<file path="src/rtl/core101_sequencer.sv">
// rtl/core101_sequencer.sv - multi-cycle fetch/exec sequencer with halt, redirect, fault and retire count
module core101_sequencer #(
    parameter int              XLEN         = 32,
    parameter logic [XLEN-1:0] RESET_VECTOR = '0,
    parameter int              CNT_W        = 32
) (
    input  logic             CLOCK,
    input  logic             RESET,
    output logic             imem_req_valid,
    input  logic             imem_req_ready,
    output logic [XLEN-1:0]  imem_addr,
    input  logic             imem_rsp_valid,
    input  logic [31:0]      imem_rsp_data,
    output logic             exec_valid,
    output logic [31:0]      exec_instr,
    output logic [XLEN-1:0]  exec_pc,
    input  logic             exec_done,
    input  logic             redirect_valid,
    input  logic [XLEN-1:0]  redirect_target,
    input  logic             halt,
    output logic             halted,
    output logic             fault,
    output logic [XLEN-1:0]  fault_addr,
    output logic [CNT_W-1:0] retired
);

    typedef enum logic [2:0] {
        S_FETCH,
        S_WAIT,
        S_EXEC,
        S_HALTED,
        S_FAULT
    } state_t;

    state_t            state;
    logic [XLEN-1:0]   pc;
    logic [31:0]       ir;
    logic [CNT_W-1:0]  retired_q;
    logic              fault_q;
    logic [XLEN-1:0]   fault_addr_q;
    // Set on every edge that sees RESET high; keeps the fetch request quiet
    // for the whole reset window without a combinational RESET->output path.
    logic              in_reset;

    always_ff @(posedge CLOCK) begin
        if (RESET) begin
            state        <= S_FETCH;
            pc           <= RESET_VECTOR;
            ir           <= 32'h0;
            retired_q    <= '0;
            fault_q      <= 1'b0;
            fault_addr_q <= '0;
            in_reset     <= 1'b1;
        end else begin
            in_reset <= 1'b0;
            case (state)
                S_FETCH: begin
                    if (!in_reset) begin
                        if (imem_req_ready) begin
                            state <= S_WAIT;
                        end else if (halt) begin
                            state <= S_HALTED;
                        end
                    end
                end
                S_WAIT: begin
                    if (imem_rsp_valid) begin
                        ir    <= imem_rsp_data;
                        state <= S_EXEC;
                    end
                end
                S_EXEC: begin
                    if (exec_done) begin
                        retired_q <= retired_q + CNT_W'(1);
                        // A misaligned target still retires the instruction but freezes the PC.
                        if (redirect_valid && (redirect_target[1:0] != 2'b00)) begin
                            fault_q      <= 1'b1;
                            fault_addr_q <= redirect_target;
                            state        <= S_FAULT;
                        end else begin
                            pc    <= redirect_valid ? redirect_target : pc + XLEN'(4);
                            state <= halt ? S_HALTED : S_FETCH;
                        end
                    end
                end
                S_HALTED: begin
                    if (!halt) begin
                        state <= S_FETCH;
                    end
                end
                S_FAULT: begin
                    state <= S_FAULT;
                end
                default: begin
                    state <= S_FETCH;
                end
            endcase
        end
    end

    assign imem_req_valid = (state == S_FETCH) && !in_reset;
    assign imem_addr      = pc;
    assign exec_valid     = (state == S_EXEC);
    assign exec_instr     = ir;
    assign exec_pc        = pc;
    assign halted         = (state == S_HALTED);
    assign fault          = fault_q;
    assign fault_addr     = fault_addr_q;
    assign retired        = retired_q;

endmodule

</file>
<file path="config.mk">
export PLATFORM = sky130hd
export DESIGN_NAME = core101_sequencer
export DESIGN_NICKNAME = d
export VERILOG_FILES = /design/src/rtl/core101_sequencer.sv
export SDC_FILE = /design/constraint.sdc
export NUM_CORES = 1
export LEC_CHECK = 0
export CAP_MARGIN = 20
export CORE_MARGIN = 2
export CORE_UTILIZATION = 63
export CTS_CLUSTER_DIAMETER = 200
export CTS_CLUSTER_SIZE = 24
export DETAILED_ROUTE_END_ITERATION = 12
export DONT_BUFFER_PORTS = 1
export HOLD_SLACK_MARGIN = 0.03
export PLACE_DENSITY = 0.85
export SLEW_MARGIN = 20
export SYNTH_ARGS = -nofsm -noshare
export SYNTH_HDL_FRONTEND = slang
export SYNTH_SLANG_ARGS = --single-unit
</file>
<file path="constraint.sdc">
create_clock -name CLOCK -period 2.8 [get_ports CLOCK]
set_input_delay 0.28 -clock CLOCK [delete_from_list [all_inputs] [get_ports CLOCK]]
set_output_delay 0.28 -clock CLOCK [all_outputs]
set_load 0.01 [all_outputs]
</file>
* Yosys cells after proc, flatten, opt, wreduce, memory -nomap -nowiden
Index checks and enable logic that the tools add are counted.
Cells by class: add/sub/neg operators 2, equal/unequal tests 9, multiplexer cells 11, bitwise gates (word level) 1, reductions and logical operators 10
Operator list (count):
- 32-bit by 1-bit adder with 32-bit output (second input constant) | 1
- 32-bit by 3-bit adder with 32-bit output (second input constant) | 1
- 32-bit 2-to-1 mux | 1
- 3-bit 2-to-1 mux | 7
- 3-bit case mux with 5 select lines | 1
- 3-bit by 2-bit == test with 1-bit output (second input constant) | 2
- 2-bit inequality test (second input constant) | 3
- 3-bit AND reduction | 2
- 5-bit AND reduction | 1
- 2-bit AND reduction | 2
- 3-bit by 1-bit == test with 1-bit output (second input constant) | 1
- 3-bit == test (second input constant) | 1
- 3-bit zero test | 1
- 3-bit inequality test (second input constant) | 1
- 1-bit logical AND | 2
- 2-bit 2-to-1 mux | 1
- 2-bit by 1-bit inequality test with 1-bit output (second input constant) | 1
- 2-bit nonzero test | 1
- 1-bit zero test | 1
- 1-bit 2-to-1 mux | 1
- 1-bit NOT | 1
Word-level totals: bits in registers 133, bits of input ports 71, output and inout bits 164, word-level logic and storage cells 40

* Logic depth before layout (Yosys ltp)
Gate-level depths: netlist of run 1.
depth after elaboration 5, gate-level depth with buffers 8, mapped depth without buffers 6

* Worst setup path after synthesis of run 1
OpenSTA, ideal clock, no wires.
path type reg-to-reg, start register pc[2] (netlist: exec_pc[2]), end register pc[28] (netlist: exec_pc[28]), setup time 0.132 ns, arrival 1.936 ns, data required time 2.668 ns, setup slack 0.732 ns, cell stages (with the launch flop) 7, buffers on the path 0, period minus slack after synthesis 2.068 ns, cell sequence dfxtp_1 -> ha_1 -> and4_1 -> nand3_1 -> or4b_1 -> o311ai_1 -> a31oi_1
Between the ends: longest elaborated chain between the ends 2
RTL lines:
- start, declared | RTL line 36 | logic [XLEN-1:0] pc;
- start signal, assigned | RTL line 81 | pc <= redirect_valid ? redirect_target : pc + XLEN'(4);
- 32-bit by 3-bit adder with 32-bit output | RTL line 81
- 32-bit 2-to-1 mux | RTL line 81
Every way passes these cells. A chain may end at the register's enable or synchronous reset.

* Worst setup path in the final report of run 1
start register state[1], end register pc[2] (netlist: exec_pc[2])
Between the ends: longest elaborated chain between the ends 2
RTL lines:
- start, declared | RTL line 35 | state_t state;
- start signal, assigned | RTL line 82 | state <= halt ? S_HALTED : S_FETCH;
- 3-bit by 2-bit == test with 1-bit output | RTL line 56 | case (state)
- 3-bit AND reduction (no line)
Every way passes these cells.

==> reports/results.tsv, run 1 <==
stage	metric	value	unit
detailed_routing	vias	6176	
synth	syn_nets	860	
worst_setup_path	R2R depth	7	
detailed_routing	Post-route DRC	0	
worst_setup_path	worst reg2reg endpoint	exec_pc[2]	
synth	Unique masters post-synth	59	
detailed_routing	Vias/cell	6.460	
timing	fin crit share	93.09	%
detailed_routing	drt first pass iters	8	
worst_setup_path	crit-path cells	nand4bb_1, buf_4, a21oi_1, buf_4, nand3_1, dlygate4sd3_1, a21oi_1	
synth	post-synthesis async set-or-reset flop share	0	%
synth	Seq/Total Area, Yosys	43.27	%
clocking	Root Driver	clkbuf_8	
timing	Setup TNS	0	ns
grt	all-layer global routing usage	36.56	%
clocking	clk_lat worst skew	0.52	ns
final_layout	synthesis-to-layout area growth	19.78	%
worst_setup_path	critical path peak fanout	13	
detailed_routing	1st-iter DRT viols	669	
final_layout	Final #Nets	883	
final_layout	Design Area, Final	7371	µm²
final_layout	layout cells sized above 1	8.029	%
timing	f_max	383.7	MHz
place	PortBufs	0	
timing	Worst Tran Pin Value	0.6135	ns
place	HPWL Detailed	12070	µm
floorplanning	num rows	36	
synth	post-synth top area cell	dfxtp_1	
worst_setup_path	CP arrival	3.06	ns
synth	number of flops mapped to enable cells by yosys	0	
timing	RSZ-0062 raised after global routing	no	
pwr	leakage	0.002490	µW
grt	first-pass GRT wire length	29570	µm
synth	Post-Syn Instances	787	
pwr	Max VDD drop	0.5645	mV
place	Placed Area	6067	µm²
synth	synth warn	0	
clocking	Reg clk slew, reported paths	0.07	ns
timing	Period minus WS final	2.606	ns
final_layout	multi-input logic area	3035	µm²
timing	final hold violations	0	
worst_setup_path	Worst Setup SP	state[1]	
grt	largest net degree at the start of global routing	127	
worst_setup_path	Worst setup endpoint	exec_pc[2]	
job	max-cap viol count	0	
timing	Setup-failing EPs final	0	
clocking	Clock H-tree levels	4	
detailed_routing	ANT nets after route	0	
worst_setup_path	kind of start point of the critical path	flip-flop	
pwr	power per cell area	685.9	nW/µm²
clocking	TritonCTS Buffers	17	
grt	vias in the first global route	5754	
floorplanning	IO Pins	235	
final_layout	layout filler cell count	631	
synth	synthesized area	6153	µm²
floorplanning	Initial Util	63.84	%
detailed_routing	DR WL/cell	20.87	µm
worst_setup_path	CP bufs+invs	3	
final_layout	Reg area	2663	µm²
synth	average size of a mapped cell	7.819	µm²
worst_setup_path	reg2reg setup slack	0.19	ns
worst_setup_path	Worst EP required	3.25	ns
clocking	CTS tree	done	
clocking	postcts setup bufs	0	
worst_setup_path	Crit path depth	7	
worst_setup_path	max incr delay on CP	0.63	ns
grt	antenna violations before repair	0	
place	routability cong.	0.8901	
timing	Worst Clk Skew	0.01004	ns
floorplanning	die width	102.8	µm
worst_hold_path	HP Class	in2reg	
worst_setup_path	CP delay by family, top	buffers and inverters	
floorplanning	die area	10570	µm²
timing	max-slew violations	0	
worst_setup_path	crit end category	flip-flop	
synth	Top FF cell, synth	dfxtp_1	
worst_setup_path	slowest CP cell	dfxtp_1	
detailed_routing	Post-Route WL	19950	µm
worst_setup_path	Crit Path Category	reg2reg	
clocking	Longest Clk Path Bufs	2	
timing	Slew HR	58.73	%
clocking	clock sinks	133	
run_status	status	finished, final reports clean	
floorplanning	Die Ht	102.8	µm
floorplanning	Core Box Area	9639	µm²
synth	Synth top area share	43.27	%
synth	Synth area leaders	dfxtp_1, nand2_1, a21oi_1	
worst_setup_path	Reg-to-Reg Start	state[1]	
grt	Congestion Overflow GR	0	
synth	Seq cells post-synth	133	
==> report_power, final <==
part,switching (µW),internal [µW],leakage (µW)
combinational,368,235,0.00112
clock,856,1450,0.000299
sequential,155,1990,0.00107
total,1380,3680,0.00249
==> cells by family after synthesis <==
logic type	count (synthesis)	share of synthesized area, %
flops	133	43.27
buf+inv	94	7.767
mux	9	1.484
fa+ha+maj	2	0.4066
xor+xnor	29	4.128
simple gates	358	27.10
compound gates	162	15.84
==> state kept, by name, summed over array words and instances, names as in the netlist <==
signal	flops
retired	32
fault_addr	32
exec_instr	32
in_reset	1
fault	1
exec_pc	32
state	3
==> area by class of cell <==
class,instances,area share [%]
Antenna cell,1,0.03395
Clock buffer,17,5.619
Clock inverter,14,2.699
Inverter,8,0.4074
Multi-Input combinational cell,560,41.18
Sequential cell,133,36.12
Tap cell,133,2.258
Timing Repair Buffer,90,11.68
==> worst min path at each step <==
stage | startpoint | endpoint | slack, ns | cells past startpoint
after floorplan | RESET | in_reset | 0.31 | 0
after global placement | RESET | in_reset | 0.32 | 0
after detailed placement | RESET | in_reset | 0.32 | 0
after CTS | redirect_valid | exec_pc[27] | 0.03 | 3
after global routing | RESET | exec_pc[24] | 0.05 | 2
final | RESET | exec_pc[19] | 0.05 | 2
==> timing repair <==
action | 4_1_cts | 5_1_grt
endpoints found under the hold margin | 130 | 0
gates resized for setup | 0 | 0
hold buffers | 67 | 0
==> layer usage <==
layer	GRT usage (%)	routed length [µm]	share of wire [%]
met1	41.09	7090	36
met2	60.48	9666	48
met3	13.97	2362	12
met4	19.03	833	4.2
met5	0	0	0
==> cell usage after synthesis (all sizes together) (8+ instances only) <==
cell type and count:
nand2 175, dfxtp 133, a21oi 84, nor2 59
clkbuf 47, buf 39, nand3 31, nand4 22
o21ai 20, nor3 16, xnor2 16, xor2 13
and3 12, nor4 12, a31oi 9, or3 9
a22oi 8, inv 8, mux2i 8
==> metrics by stage <==
stage / instances / total power [µW] / setup slack [ns] / util, % / hold WS, ns
detailed placement: 857 / 2614 / 0.4138 / 62.94 / 0.3191
global route: 955 / 5213 / 0.1110 / 76.44 / 0.04690
CTS: 955 / 5014 / 0.3051 / 76.44 / 0.03070
floorplan: 787 / 2525 / 0.7318 / - / 0.3077
global placement: 857 / 2582 / 0.5149 / 62.94 / 0.3192
finish: 956 / 5056 / 0.1936 / 76.47 / 0.04700
==> layout by cell type (no fill, tap or decap), types with 9 or more instances in the layout <==
cell	count
buf_4	23
xor2_1	13
a31oi_1	9
dfxtp_1	133
dlygate4sd3_1	66
nor4_1	12
a21oi_1	84
nor3_1	15
xnor2_1	16
and3_1	12
nand2_1	175
nand4_1	22
nor2_1	58
o21ai_0	20
clkbuf_16	16
nand3_1	30
Power figures use the tool's default switching activity.
==> inputs of run 2 (changes only) <==
Settings changed: SLEW_MARGIN 20 to 10.
==> results of run 2 <==
The final DEF is identical to that of run 1; final timing and power are the same.
==> inputs of run 3 (changes only) <==
Settings changed: CAP_MARGIN 20 to 5.
==> results of run 3 <==
The final DEF is identical to that of run 1; final timing and power are the same.
